File: src/rtl/mpc_fetch.sv
// Program store plus in-order replay sequencer for the mpc add/sub/inc/dec stage.
// Instructions are presented over a valid/ready handshake, one per cycle when ready.
module mpc_fetch #(
    parameter int DEPTH = 16,
    parameter int AW    = 4,
    parameter int IW    = 18
) (
    input  logic          clk,
    input  logic          rst_n,
    input  logic          wr_en,
    input  logic [AW-1:0] wr_addr,
    input  logic [IW-1:0] wr_data,
    input  logic          start,
    input  logic [AW:0]   len,
    input  logic          abort,
    output logic [IW-1:0] instr_out,
    output logic          instr_valid,
    input  logic          instr_ready,
    output logic [AW-1:0] pc,
    output logic          busy,
    output logic          done
);
    typedef enum logic [1:0] {IDLE, RUN, FINISH} state_t;

    localparam logic [AW:0]   DEPTH_L = (AW+1)'(DEPTH);
    localparam logic [AW-1:0] ADDR0   = '0;

    logic [IW-1:0] mem [DEPTH];

    state_t        state, state_d;
    logic [IW-1:0] instr_d;
    logic          vld_d, done_d;
    logic [AW-1:0] pc_d, pc_inc;
    logic [AW:0]   cnt, cnt_d, len_q, len_d, len_clamp;
    logic          fire, last, fwd;

    assign busy      = (state == RUN);
    assign pc_inc    = pc + AW'(1);
    assign len_clamp = (len > DEPTH_L) ? DEPTH_L : len;
    assign fire      = instr_valid & instr_ready;
    assign last      = (cnt == len_q - (AW+1)'(1));
    assign fwd       = wr_en & (wr_addr == ADDR0);

    // Program array: no reset so the contents survive rst_n; writes locked out during replay
    always_ff @(posedge clk) begin
        if (wr_en && !busy)
            mem[wr_addr] <= wr_data;
    end

    always_comb begin
        state_d = state;
        instr_d = instr_out;
        vld_d   = instr_valid;
        pc_d    = pc;
        cnt_d   = cnt;
        len_d   = len_q;
        done_d  = 1'b0;

        if (abort) begin
            state_d = IDLE;
            vld_d   = 1'b0;
            if (state != IDLE)
                pc_d = '0;
        end else begin
            case (state)
                IDLE: begin
                    if (start) begin
                        if (len == '0) begin
                            done_d = 1'b1;
                        end else begin
                            state_d = RUN;
                            vld_d   = 1'b1;
                            pc_d    = '0;
                            cnt_d   = '0;
                            len_d   = len_clamp;
                            // write-first: a same-edge write to word 0 is what gets presented
                            instr_d = fwd ? wr_data : mem[ADDR0];
                        end
                    end
                end
                RUN: begin
                    if (fire) begin
                        if (last) begin
                            state_d = FINISH;
                            vld_d   = 1'b0;
                            done_d  = 1'b1;
                        end else begin
                            pc_d    = pc_inc;
                            cnt_d   = cnt + (AW+1)'(1);
                            instr_d = mem[pc_inc];
                        end
                    end
                end
                FINISH: state_d = IDLE;
                default: state_d = IDLE;
            endcase
        end
    end

    always_ff @(posedge clk or negedge rst_n) begin
        if (!rst_n) begin
            state       <= IDLE;
            instr_out   <= '0;
            instr_valid <= 1'b0;
            pc          <= '0;
            cnt         <= '0;
            len_q       <= '0;
            done        <= 1'b0;
        end else begin
            state       <= state_d;
            instr_out   <= instr_d;
            instr_valid <= vld_d;
            pc          <= pc_d;
            cnt         <= cnt_d;
            len_q       <= len_d;
            done        <= done_d;
        end
    end
endmodule

File: config.mk
export PLATFORM = sky130hd
export DESIGN_NAME = mpc_fetch
export DESIGN_NICKNAME = d
export VERILOG_FILES = /design/src/rtl/mpc_fetch.sv
export SDC_FILE = /design/constraint.sdc
export NUM_CORES = 1
export LEC_CHECK = 0
export CAP_MARGIN = 15
export CORE_MARGIN = 2
export CORE_UTILIZATION = 31
export DETAILED_ROUTE_END_ITERATION = 6
export MAX_ROUTING_LAYER = met4
export SETUP_SLACK_MARGIN = 0.1
export SKIP_CTS_REPAIR_TIMING = 1
export SYNTH_ARGS = -nofsm -noshare
export SYNTH_HDL_FRONTEND = slang
export SYNTH_SLANG_ARGS = --single-unit
File: constraint.sdc
create_clock -name clk -period 4.6 [get_ports clk]
set_input_delay 0.46 -clock clk [delete_from_list [all_inputs] [get_ports clk]]
set_output_delay 0.46 -clock clk [all_outputs]
set_load 0.05 [all_outputs]
## Word-level counts from Yosys, hierarchy flattened

Memories as Yosys holds them, arrays and structs flattened.
Index checks and enable logic that the tools add are counted.

| word-level totals | value |
|---|---|
| memories | 1 |
| bits of input ports | 33 |
| register bits after elaboration | 36 |
| RAM bits | 288 |

| operators by class | value |
|---|---|
| bitwise operators | 4 |
| $add $sub $neg | 3 |
| reductions and logical operators | 13 |
| muxes and demuxes | 39 |
| eq/ne operators | 12 |
| magnitude comparators | 1 |

Memory list:

| memory | words | bits a word | rd ports | clocked after memory_dff | write ports | line | source |
|---|---|---|---|---|---|---|---|
| mem | 16 | 18 | 2 | 0 | 1 | 28 | `logic [IW-1:0] mem [DEPTH];` |

Operator list:

| cell | number |
|---|---|
| $mux W18 | 5 |
| $pmux W18 S2 | 1 |
| $mux W5 | 5 |
| $mux W4 | 6 |
| $mux W1 | 12 |
| $reduce_and A6 Y1 | 2 |
| $mux W2 | 5 |
| $pmux W5 S2 | 1 |
| $ne A3 B3 Y1 const B | 3 |
| $pmux W4 S2 | 1 |
| $reduce_and A4 Y1 | 2 |
| $ne A2 B2 Y1 const B | 3 |
| $ne A3 B2 Y1 const B | 2 |
| $add A5 B1 Y5 const B | 1 |
| $eq A5 B5 Y1 | 1 |
| $gt A5 B5 Y1 const B | 1 |
| $logic_not A5 Y1 | 1 |
| $reduce_and A5 Y1 | 1 |
| $sub A5 B1 Y5 const B | 1 |
| $add A4 B1 Y4 const B | 1 |
| $logic_not A4 Y1 | 1 |
| $ne A2 B1 Y1 const B | 2 |
| $pmux W1 S2 | 2 |
| $pmux W2 S2 | 1 |
| 8 further kinds | 11 |

## Longest topological paths before layout

| depth | value |
|---|---|
| depth in word-level cells | 6 |
| depth in mapped cells | 10 |
| mapped depth without buffers | 8 |

## Worst setup path after synthesis

Ideal clock, no wire load.

| path | value |
|---|---|
| path kind | register to register |
| start point | register state[1] |
| end point | memory mem[3][0], enable pin |
| setup slack | 1.482 ns |
| data required time | 4.184 ns |
| stages on the path, launching flop included | 7 |
| clock period less this slack | 3.118 ns |
| arrival time | 2.703 ns |
| library setup time | 0.416 ns |
| path through | dfrtp_1 clkbuf_1 nand2b_1 clkbuf_1 clkbuf_1 nand4_1 nor3_1 |

| on the way | value |
|---|---|
| longest elaborated chain between the ends | 5 |

Ends and longest elaborated chain:

| element | line | source |
|---|---|---|
| from (decl) | 30 | `state_t state, state_d;` |
| from (signal assigned) | 110 | `state <= state_d;` |
| $eq A2 B1 Y1 | 37 | `assign busy = (state == RUN);` |
| $logic_not A1 Y1 | 46 | `if (wr_en && !busy)` |
| $logic_and A1 B1 Y1 | 46 |  |
| $mux W1 | 46 |  |
| $mux W1 (implied by the code) | 47 | `mem[wr_addr] <= wr_data;` |
| to (decl) | 28 |  |

No other way between the ends.

## Final worst setup path

| path | value |
|---|---|
| start point | register state[1] |
| end point | output port busy |

| on the way | value |
|---|---|
| longest elaborated chain between the ends | 1 |

Ends and longest elaborated chain:

| element | line | source |
|---|---|---|
| $eq A2 B1 Y1 | 37 |  |
| to (decl) | 20 | `output logic busy,` |

No other way between the ends.

==> impl_metrics.csv <==
group,metric,value,unit
floorplanning,start_util,0.312,
critical_path,startpoint,"state[1]",
timing,hold_viol_final,0,
drt,routedWlPerCell,21.9,µm
yosys,synth_ff_type,"edfxtp_1",
critical_path,crit_fanout,33,
global_routing,grt_pass1_wl,42900,µm
status,outcome,"finished clean",
power,ir_drop,212,µV
place,post_dp_cell_area,0.0143,mm²
global_routing,grt_max_degree,48,
clocking,cts_made_buffers,36,
yosys,synthDistinctLibCells,43,
timing,postLayoutSetupSlackWorst,1.33,ns
floorplanning,core,0.0418,mm²
critical_path,cp-start-kind,"flip-flop",
final_layout,design_area,0.0154,mm²
drt,num_vias,6455,
clocking,clock_latency,0.51,ns
clocking,cts.sinks,324,
timing,setup_viol,0,
place,hpwl,17400,µm
final_layout,finalNetCount,784,
floorplanning,io_pins,58,
clocking,clk_pin_slew_worst_paths,0.05,ns
yosys,synth-seq-area-share,0.733,
power,powerDensity,506,mW/mm²
yosys,syn_area,0.0130,mm²
yosys,synth-async-reset-ratio,0.111,
critical_path,r2r-start,"pc[0]",
global_routing,grt_pass1_vias,6658,
critical_path,rr_endpoint,"instr_out[6]",
timing,finalCriticalPeriod,3.27,ns
global_routing,grt_usage,0.137,
yosys,synth-edff-count,288,
yosys,synth_fp_nets,700,
place,gp_congestion,0.752,
timing,clock_skew,0.0117,ns
timing,max_freq,306,MHz
critical_path,rrSetupSlack,1.39,ns
drt,wirelength,28800,µm
global_routing,grt-ovfl-total,0,
drt,ant_nets,0,
timing,timing.slew.headroom,0.344,
job,cap_violations,0,
yosys,yosysWarningCount,0,
timing,period_share,0.711,
critical_path,cp-end-kind,"output port",
timing,fin_setup_tns,0,ns
drt,dr.pass1.iters,4,
critical_path,crit_end,"busy",
drt,route.detailed.drc,0,
critical_path,required,4.14,ns
timing,grt_setup_unrepaired,"no",
power,leakagePower,5.08,nW
global_routing,antenna_found_initial,2,
final_layout,synthToLayoutAreaGrowth,18.5,%
drt,drt-vias-per-instance,4.91,
worst_hold_path,hold_class,"input port to async pin",
final_layout,drive_gt1_frac,0.244,
clocking,tritoncts,"built",
yosys,synth_cells,664,
yosys,ys_ff_latch,324,
drt,drt_iter0_drc,561,
floorplanning,rows,75,
floorplanning,die_h,209,µm
floorplanning,die_w,209,µm
floorplanning,die_area,0.0437,mm²
power,total_power,7.82,mW
place,pre_cts_slack,1.28,ns
timing,slew_viol_final,0,
clocking,cts.path.max_buffers,3,
timing,tightest_slew,0.984,ns
critical_path,crit_arrival,2.81,ns
place,port_buffers,57,
clocking,root_buffer,"clkbuf_16",
critical_path,worst_r2r_path_depth,5,
yosys,synth_area_per_cell,19.6,µm²
clocking,cts_max_level,2,
critical_path,critical_path_class,"flip-flop to output port",
[state kept, by name, summed over array words and instances (netlist names)]
name and flops:
cnt 5, done 1, instr_out 18, instr_valid 1, len_q 5, mem 288, pc 4, state 2
[logic make-up after synthesis]
group | after synthesis | share of synthesized area
AND/OR/NAND/NOR | 113 | 0.0411
AO/OA/AOI/OAI | 66 | 0.0290
multiplexers | 109 | 0.170
XOR/XNOR | 6 | 0.00461
flip-flops | 324 | 0.733
adder cells (fa/ha/maj) | 3 | 0.00288
buffers and inverters | 43 | 0.0191
[synth_stat cells (2+ instances only)]
library cell / n / area [µm²]
nor2_1: 18 / 67.6
edfxtp_1: 288 / 8650
a31o_2: 2 / 17.5
mux4_2: 89 / 2000
nand3_1: 8 / 40.0
dfrtp_1: 36 / 901
buf_2: 16 / 80.1
inv_1: 7 / 26.3
nor2b_1: 3 / 18.8
o21ai_0: 12 / 60.1
o21ai_1: 37 / 185
a21oi_1: 3 / 15.0
nor4_1: 2 / 12.5
mux2i_1: 19 / 190
nand2_1: 49 / 184
nand2b_1: 9 / 56.3
nand4b_1: 2 / 17.5
nor3_1: 9 / 45.0
o31ai_1: 3 / 22.5
clkbuf_1: 14 / 52.6
buf_12: 3 / 60.1
nand3b_1: 4 / 30.0
buf_6: 2 / 22.5
xnor2_1: 4 / 35.0
and2_1: 4 / 25.0
ha_1: 3 / 37.5
a21o_1: 2 / 15.0
[worst min-delay path by stage]
| stage | startpoint | endpoint | slack, ns | depth (start not counted) |
|---|---|---|---|---|
| 2_1_floorplan | rst_n | cnt[0] | 0.16 | 0 |
| 3_3_place_gp | instr_out[13] | instr_out[13] | 0.48 | 2 |
| 3_5_place_dp | instr_out[16] | instr_out[16] | 0.48 | 2 |
| 4_1_cts | rst_n | state[1] | 0.16 | 1 |
| 5_1_grt | rst_n | done | 0.18 | 1 |
| 6_report | rst_n | done | 0.12 | 1 |
[worst max-delay path, cell delays in order, from the launching register on]
cell and delay (ns):
dfrtp_1 0.54, nand2b_2 0.40, buf_4 0.46, inv_1 0.17
clkdlybuf4s50_1 0.74
[layer usage]
| layer | vias up | share of wire | global-route usage |
|---|---|---|---|
| met3 | 47 | 0.052 | 0.0236 |
| met4 | 0 | 0.022 | 0.0394 |
| met5 | - | 0 | - |
| met1 | 3375 | 0.45 | 0.182 |
| li1 | 2867 | - | - |
| met2 | 166 | 0.48 | 0.217 |
[where the power goes]
| group | switching [mW] | internal [mW] |
|---|---|---|
| registers | 0.148 | 3.34 |
| clock network | 1.10 | 1.64 |
| logic | 0.856 | 0.722 |
| total | 2.11 | 5.71 |
[area by class of cell]
cell class                 count  area [µm²]
timing repair buffer          82         763
clock inverter                18         168
fill                        3787       26300
inverter                       7        26.3
antenna                        2        5.00
tap                          539         674
sequential                   324        9550
clock buffer                  46         960
multi-input combinational    297        3300
[placed cells by master (no fill, tap or decap), types with 2 or more instances in the layout]
master / n
nand2_1: 49
nand3_1: 8
edfxtp_1: 288
nand4b_1: 2
ha_1: 2
mux4_2: 89
bufinv_16: 3
nor2_2: 12
buf_4: 23
nor3_2: 4
inv_1: 7
xnor2_1: 4
o31ai_1: 3
and2_1: 4
mux2i_1: 19
clkinvlp_4: 2
o21ai_0: 12
nand2b_1: 8
clkdlybuf4s50_1: 56
o21ai_1: 37
a31o_2: 3
nor4_1: 2
clkinv_2: 7
clkbuf_1: 9
dfrtp_1: 35
nor2b_1: 3
nand3b_1: 4
clkbuf_16: 37
a21o_1: 2
nor2_1: 6
a21oi_1: 3
clkinv_1: 5
nor3_1: 5
diode_2: 2
[stage by stage]
step | hold slack (ns) | utilization | cells
2_1_floorplan | 0.164 | - | 664
3_3_place_gp | 0.480 | 0.343 | 1248
3_5_place_dp | 0.484 | 0.343 | 1248
4_1_cts | 0.159 | 0.370 | 1312
5_1_grt | 0.183 | 0.370 | 1315
6_report | 0.118 | 0.370 | 1315
(Power assumes the default switching activity.)
